### src/rtl/nn_layer_sequencer_if.sv
// Handshake bundle between the layer sequencer and its layer/argmax datapaths.
// master = sequencer side, slave = datapath/environment side.
interface nn_layer_sequencer_if #(
  parameter int NUM_LAYERS = 3,
  parameter int WIDTH      = 8
);
  logic                  start;
  logic [NUM_LAYERS-1:0] layer_done;
  logic [NUM_LAYERS-1:0] layer_enable;
  logic                  stage_reset;
  logic                  max_enable;
  logic                  max_done;
  logic [WIDTH-1:0]      max_digit;
  logic [WIDTH-1:0]      digit;
  logic                  valid;
  logic                  busy;
  logic                  error;

  modport master (
    input  start, layer_done, max_done, max_digit,
    output layer_enable, stage_reset, max_enable, digit, valid, busy, error
  );

  modport slave (
    output start, layer_done, max_done, max_digit,
    input  layer_enable, stage_reset, max_enable, digit, valid, busy, error
  );
endinterface

### src/rtl/nn_layer_sequencer.sv
// Sequences NUM_LAYERS fully-connected layers then an argmax stage, with a
// per-stage watchdog timer. Every output is a register loaded from next-state.
module nn_layer_sequencer #(
  parameter int NUM_LAYERS     = 3,
  parameter int WIDTH          = 8,
  parameter int TIMEOUT_CYCLES = 1024
) (
  input  logic                clk,
  input  logic                reset,
  nn_layer_sequencer_if.master bus
);
  localparam int KW = (NUM_LAYERS > 1) ? $clog2(NUM_LAYERS) : 1;
  localparam int TW = (TIMEOUT_CYCLES > 1) ? $clog2(TIMEOUT_CYCLES) : 1;
  localparam logic [KW-1:0] K_LAST = KW'(NUM_LAYERS - 1);
  localparam logic [TW-1:0] T_LAST = TW'(TIMEOUT_CYCLES - 1);

  typedef enum logic [2:0] {
    S_IDLE,
    S_CLEAR,
    S_RUN,
    S_ARGMAX,
    S_DONE,
    S_ERROR
  } state_t;

  state_t                r_state, w_state_nxt;
  logic [KW-1:0]         r_k, w_k_nxt;
  logic [TW-1:0]         r_timer, w_timer_nxt;
  logic [WIDTH-1:0]      r_digit, w_digit_nxt;
  logic                  r_valid, w_valid_nxt;
  logic [NUM_LAYERS-1:0] r_layer_en, w_layer_en_nxt;
  logic                  r_stage_rst, r_max_en, r_busy, r_error;
  logic                  w_timeout;

  assign w_timeout = (r_timer == T_LAST);

  always_comb begin
    w_state_nxt = r_state;
    w_k_nxt     = r_k;
    w_timer_nxt = r_timer;
    w_digit_nxt = r_digit;
    w_valid_nxt = r_valid;
    case (r_state)
      S_IDLE, S_DONE, S_ERROR: begin
        if (bus.start) begin
          w_state_nxt = S_CLEAR;
          w_valid_nxt = 1'b0;
        end
      end
      S_CLEAR: begin
        w_state_nxt = S_RUN;
        w_k_nxt     = '0;
        w_timer_nxt = '0;
      end
      S_RUN: begin
        // done is checked before the timeout so a same-cycle done wins
        if (bus.layer_done[r_k]) begin
          w_timer_nxt = '0;
          if (r_k == K_LAST) w_state_nxt = S_ARGMAX;
          else               w_k_nxt     = r_k + 1'b1;
        end else if (w_timeout) begin
          w_state_nxt = S_ERROR;
        end else begin
          w_timer_nxt = r_timer + 1'b1;
        end
      end
      S_ARGMAX: begin
        if (bus.max_done) begin
          w_state_nxt = S_DONE;
          w_digit_nxt = bus.max_digit;
          w_valid_nxt = 1'b1;
        end else if (w_timeout) begin
          w_state_nxt = S_ERROR;
        end else begin
          w_timer_nxt = r_timer + 1'b1;
        end
      end
      default: w_state_nxt = S_IDLE;
    endcase

    w_layer_en_nxt = '0;
    if (w_state_nxt == S_RUN) w_layer_en_nxt = NUM_LAYERS'(1) << w_k_nxt;
  end

  always_ff @(posedge clk) begin
    if (reset) begin
      r_state     <= S_IDLE;
      r_k         <= '0;
      r_timer     <= '0;
      r_digit     <= '0;
      r_valid     <= 1'b0;
      r_layer_en  <= '0;
      r_stage_rst <= 1'b0;
      r_max_en    <= 1'b0;
      r_busy      <= 1'b0;
      r_error     <= 1'b0;
    end else begin
      r_state     <= w_state_nxt;
      r_k         <= w_k_nxt;
      r_timer     <= w_timer_nxt;
      r_digit     <= w_digit_nxt;
      r_valid     <= w_valid_nxt;
      r_layer_en  <= w_layer_en_nxt;
      r_stage_rst <= (w_state_nxt == S_CLEAR);
      r_max_en    <= (w_state_nxt == S_ARGMAX);
      r_busy      <= (w_state_nxt == S_CLEAR) || (w_state_nxt == S_RUN) ||
                     (w_state_nxt == S_ARGMAX);
      r_error     <= (w_state_nxt == S_ERROR);
    end
  end

  assign bus.layer_enable = r_layer_en;
  assign bus.stage_reset  = r_stage_rst;
  assign bus.max_enable   = r_max_en;
  assign bus.digit        = r_digit;
  assign bus.valid        = r_valid;
  assign bus.busy         = r_busy;
  assign bus.error        = r_error;
endmodule

### src/flat_wrapper.sv
// flat-port wrapper written by rule: the top's interface ports become plain ports
module nn_layer_sequencer_flat 
#(
  parameter int NUM_LAYERS     = 3,
  parameter int WIDTH          = 8,
  parameter int TIMEOUT_CYCLES = 1024
)
  (clk, reset, bus_start, bus_layer_done, bus_max_done, bus_max_digit, bus_layer_enable, bus_stage_reset, bus_max_enable, bus_digit, bus_valid, bus_busy, bus_error);
  nn_layer_sequencer_if #(.NUM_LAYERS(NUM_LAYERS), .WIDTH(WIDTH)) bus_i ();
  input  logic clk;
  input  logic reset;
  input wire logic [$bits(bus_i.start)-1:0] bus_start;
  input wire logic [$bits(bus_i.layer_done)-1:0] bus_layer_done;
  input wire logic [$bits(bus_i.max_done)-1:0] bus_max_done;
  input wire logic [$bits(bus_i.max_digit)-1:0] bus_max_digit;
  output wire logic [$bits(bus_i.layer_enable)-1:0] bus_layer_enable;
  output wire logic [$bits(bus_i.stage_reset)-1:0] bus_stage_reset;
  output wire logic [$bits(bus_i.max_enable)-1:0] bus_max_enable;
  output wire logic [$bits(bus_i.digit)-1:0] bus_digit;
  output wire logic [$bits(bus_i.valid)-1:0] bus_valid;
  output wire logic [$bits(bus_i.busy)-1:0] bus_busy;
  output wire logic [$bits(bus_i.error)-1:0] bus_error;
  assign bus_i.start = bus_start;
  assign bus_i.layer_done = bus_layer_done;
  assign bus_i.max_done = bus_max_done;
  assign bus_i.max_digit = bus_max_digit;
  assign bus_layer_enable = bus_i.layer_enable;
  assign bus_stage_reset = bus_i.stage_reset;
  assign bus_max_enable = bus_i.max_enable;
  assign bus_digit = bus_i.digit;
  assign bus_valid = bus_i.valid;
  assign bus_busy = bus_i.busy;
  assign bus_error = bus_i.error;
  nn_layer_sequencer #(.NUM_LAYERS(NUM_LAYERS), .WIDTH(WIDTH), .TIMEOUT_CYCLES(TIMEOUT_CYCLES)) u_core (.clk(clk), .reset(reset), .bus(bus_i));
endmodule
### config.mk
export PLATFORM = sky130hd
export DESIGN_NAME = nn_layer_sequencer_flat
export DESIGN_NICKNAME = d
export VERILOG_FILES = /design/src/rtl/nn_layer_sequencer_if.sv /design/src/rtl/nn_layer_sequencer.sv /design/src/flat_wrapper.sv
export SDC_FILE = /design/constraint.sdc
export NUM_CORES = 1
export LEC_CHECK = 0
export CAP_MARGIN = 5
export CORE_AREA = 2 2 68 64
export DETAILED_ROUTE_END_ITERATION = 7
export DIE_AREA = 0 0 70 66
export HOLD_SLACK_MARGIN = 0.1
export SLEW_MARGIN = 20
export SYNTH_ARGS = -nofsm -noshare
export SYNTH_HDL_FRONTEND = slang
export SYNTH_SLANG_ARGS = --single-unit
### constraint.sdc
create_clock -name clk -period 5.3 [get_ports clk]
set_input_delay 0.53 -clock clk [delete_from_list [all_inputs] [get_ports clk]]
set_output_delay 0.53 -clock clk [all_outputs]
set_load 0.005 [all_outputs]
==> flow_summary.json <==
{
  "max_slew_margin_pct": 56.3,
  "gp_congestion": 0.789,
  "syn_inst": 173,
  "skew_ns": 0.00636,
  "synth_xor_area_share_pct": 3.95,
  "n_fill_cell": 384,
  "drtIter0Drc": 57,
  "synth_simple_gate_area_share_pct": 30.1,
  "maxCapViolCount": 0,
  "status": "completed",
  "drive_gt1_share_pct": 11.4,
  "slowest_stage": "clkdlybuf4s50_1",
  "avgSynthCellArea_sq_um": 8.98,
  "post_cts_resized": 0,
  "rsz0062_at_grt": "no",
  "ant_nets": 0,
  "synth-seq-cells": 31,
  "reg2reg_from": "u_core.r_k[1]",
  "setup_tns_ns": 0,
  "ios": 31,
  "peakVddDrop_mv": 0.137,
  "synth_area_leaders": "dfxtp_1 40%, nand2_1 5.6%, nor2_1 4.6%",
  "path_max_fanout": 6,
  "worst_slew_pin_slew_ns": 0.653,
  "cp_top_family": "compound AO/OA/AOI/OAI gates",
  "overflow": 0,
  "clk_pin_slew_ns": 0.06,
  "ys_seq_area_share_pct": 40.0,
  "crit_chain": "clkdlybuf4s50_1, mux2i_2, o21a_2, and3b_1, a311o_1, nor4b_1",
  "dr.pass1.iters": 6,
  "place_hpwl_um": 2530,
  "whs_path_depth": 2,
  "synth_edf_count": 0,
  "seq_area_sq_um": 621,
  "min_from": "u_core.bus.digit[4]",
  "synth_area_leader_cell": "dfxtp_1",
  "worstSetupEndpoint": "u_core.bus.layer_enable[1]",
  "slew_viol_final": 0,
  "fin_crit_sh_pct": 41.2,
  "power_uw": 512,
  "antenna_found_initial": 0,
  "synth_mux_area_share_pct": 1.53,
  "hold_path_class": "register to register",
  "synth.top_cell.area_share_pct": 40.0,
  "ys_types": 51,
  "cts_tree": "done",
  "port_buffers": 30,
  "dp.cells": 242,
  "ys_warn_count": 0,
  "power.density_nw_per_um2": 264,
  "critPathKind": "input pin to register",
  "die_x_um": 70,
  "drc": 0,
  "die_y_um": 66,
  "synth_compound_area_share_pct": 16.1,
  "arrival_ns": 2.36,
  "cp.required_ns": 5.48,
  "cts-root-buf": "clkbuf_8",
  "path_depth": 6,
  "dieArea_sq_um": 4620,
  "ff2ff_setup_slack_ns": 3.18,
  "r2r_cells": 6,
  "crit_start": "bus_layer_done[1]",
  "finalSetupViolations": 0,
  "initial_utilization_pct": 39.7,
  "critPathBufInv": 1,
  "rr_endpoint": "u_core.bus.layer_enable[1]",
  "critical-path-max-stage-delay_ns": 0.43,
  "syn_area_sq_um": 1550,
  "grt_pass1_wl_um": 6060,
  "wl_um": 3580,
  "synth_ff_type": "dfxtp_1",
  "clock_latency_ns": 0.28,
  "critPathLaunchType": "input pin",
  "grt_max_degree": 19,
  "core_area_sq_um": 3910,
  "multi_input_area_sq_um": 841,
  "syn2layout_area_growth_pct": 25.2,
  "fin_crit_ns": 2.18,
  "vias": 1353,
  "cts_hold_buf": 0,
  "cts_sinks": 31,
  "nNetsFinal": 219,
  "htree_levels": 2,
  "rows": 22,
  "final_util_pct": 49.7,
  "synthArstFlopShare_pct": 0,
  "grt_use_total_pct": 16.7,
  "wl_per_cell_um": 14.3,
  "hold_viol": 0,
  "cts_buffers": 5,
  "timing.fmax_mhz": 458,
  "synth_nets": 191,
  "end_kind": "register",
  "postCtsSetupBuffers": 0,
  "p_leak_nw": 0.690,
  "cts_buffer_depth": 2,
  "grt_pass1_vias": 1304,
  "routed_via_density": 5.41,
  "synthAdderAreaFrac_pct": 2.42,
  "n_antenna_cell": 0,
  "synth_top_family_by_area": "simple AND/OR/NAND/NOR gates",
  "final_cells": 250
}
==> cells by family after synthesis <==
group	Yosys count
compound gates	35
xor+xnor	7
fa+ha+maj	3
buf+inv	14
flops	31
mux	2
simple gates	81
==> state kept, by name, indices dropped and copies added, names as in the netlist <==
signal and flops:
u_core.bus.busy 1, u_core.bus.valid 1, u_core.bus.error 1, u_core.r_timer 10
u_core.bus.max_enable 1, u_core.bus.stage_reset 1, u_core.r_k 2, u_core.bus.layer_enable 3
u_core.r_state 3, u_core.bus.digit 8
==> power breakdown <==
| part | internal [mW] | leakage [nW] | switching [mW] |
|---|---|---|---|
| registers | 0.239 | 0.251 | 0.00838 |
| logic | 0.0315 | 0.389 | 0.0308 |
| clock network | 0.118 | 0.0505 | 0.0844 |
| total | 0.389 | 0.690 | 0.124 |
==> synthesized netlist by cell type, types with 2 or more instances <==
cell and n:
a211oi_1 3, ha_1 3, nand3b_1 2, a31oi_1 2
nor3b_1 3, buf_2 2, nand3_1 6, a21oi_1 14
o41ai_1 2, and3_1 3, dfxtp_1 31, xnor2_1 6
nor3_1 4, nor4_2 2, nand2_1 23, nor4b_1 2
nand2b_1 5, nor2_1 19, inv_1 5, clkbuf_1 2
o211ai_1 2, buf_6 3
==> through the flow <==
step                      setup slack (ns)  hold slack, ns  instance area (sq um)
after global placement                2.94           0.443                   1840
after detailed placement              2.90           0.453                   1840
final                                 3.12           0.456                   1940
after CTS                             3.14           0.461                   1940
after floorplan                       3.53           0.453                   1550
after global routing                  3.06           0.489                   1940
==> worst min-delay path: cells and delay by family, from the launching register on <==
kind	cells	cell delay, ns
flip-flops	1	0.31
AO/OA/AOI/OAI	1	0.05
AND/OR/NAND/NOR	1	0.05
==> worst min-delay path by stage <==
stage | to | slack (ns)
floorplan | u_core.bus.digit[0] | 0.45
global placement | u_core.bus.digit[5] | 0.44
detailed placement | u_core.bus.digit[4] | 0.45
CTS | u_core.bus.digit[4] | 0.46
global route | u_core.bus.digit[4] | 0.49
finish | u_core.bus.digit[4] | 0.46
==> layout make-up <==
type,count,share of cell area (%)
clock buffer,7,4.95
clock inverter,1,0.386
sequential,31,31.9
tap,48,3.09
multi-input combinational,128,43.2
inverter,5,0.965
timing repair buffer,30,15.4
==> routing by layer <==
layer / wire length, um / track usage (%) / up-vias / share of wire [%]
li1: - / - / 674 / -
met2: 1650 / 27.5 / 40 / 46
met1: 1660 / 20.3 / 633 / 47
met3: 201 / 5.34 / 6 / 5.6
met5: 0 / 0 / - / 0
met4: 64 / 7.21 / 0 / 1.8
==> cells in the final DEF (no fill, tap or decap), types with 2 or more instances in the layout <==
master,instances
xnor2_1,6
nand3_1,6
nor4b_1,2
clkdlybuf4s50_1,30
nand3b_1,2
and3_1,3
o211ai_1,2
nor3b_1,3
o41ai_1,2
nand2_1,23
clkbuf_8,7
inv_1,5
nor4_2,2
dfxtp_1,31
a21oi_1,14
nor3_1,4
a211oi_1,3
ha_1,3
nand2b_1,5
a31oi_1,2
nor2_1,19
(Power assumes the default switching activity.)
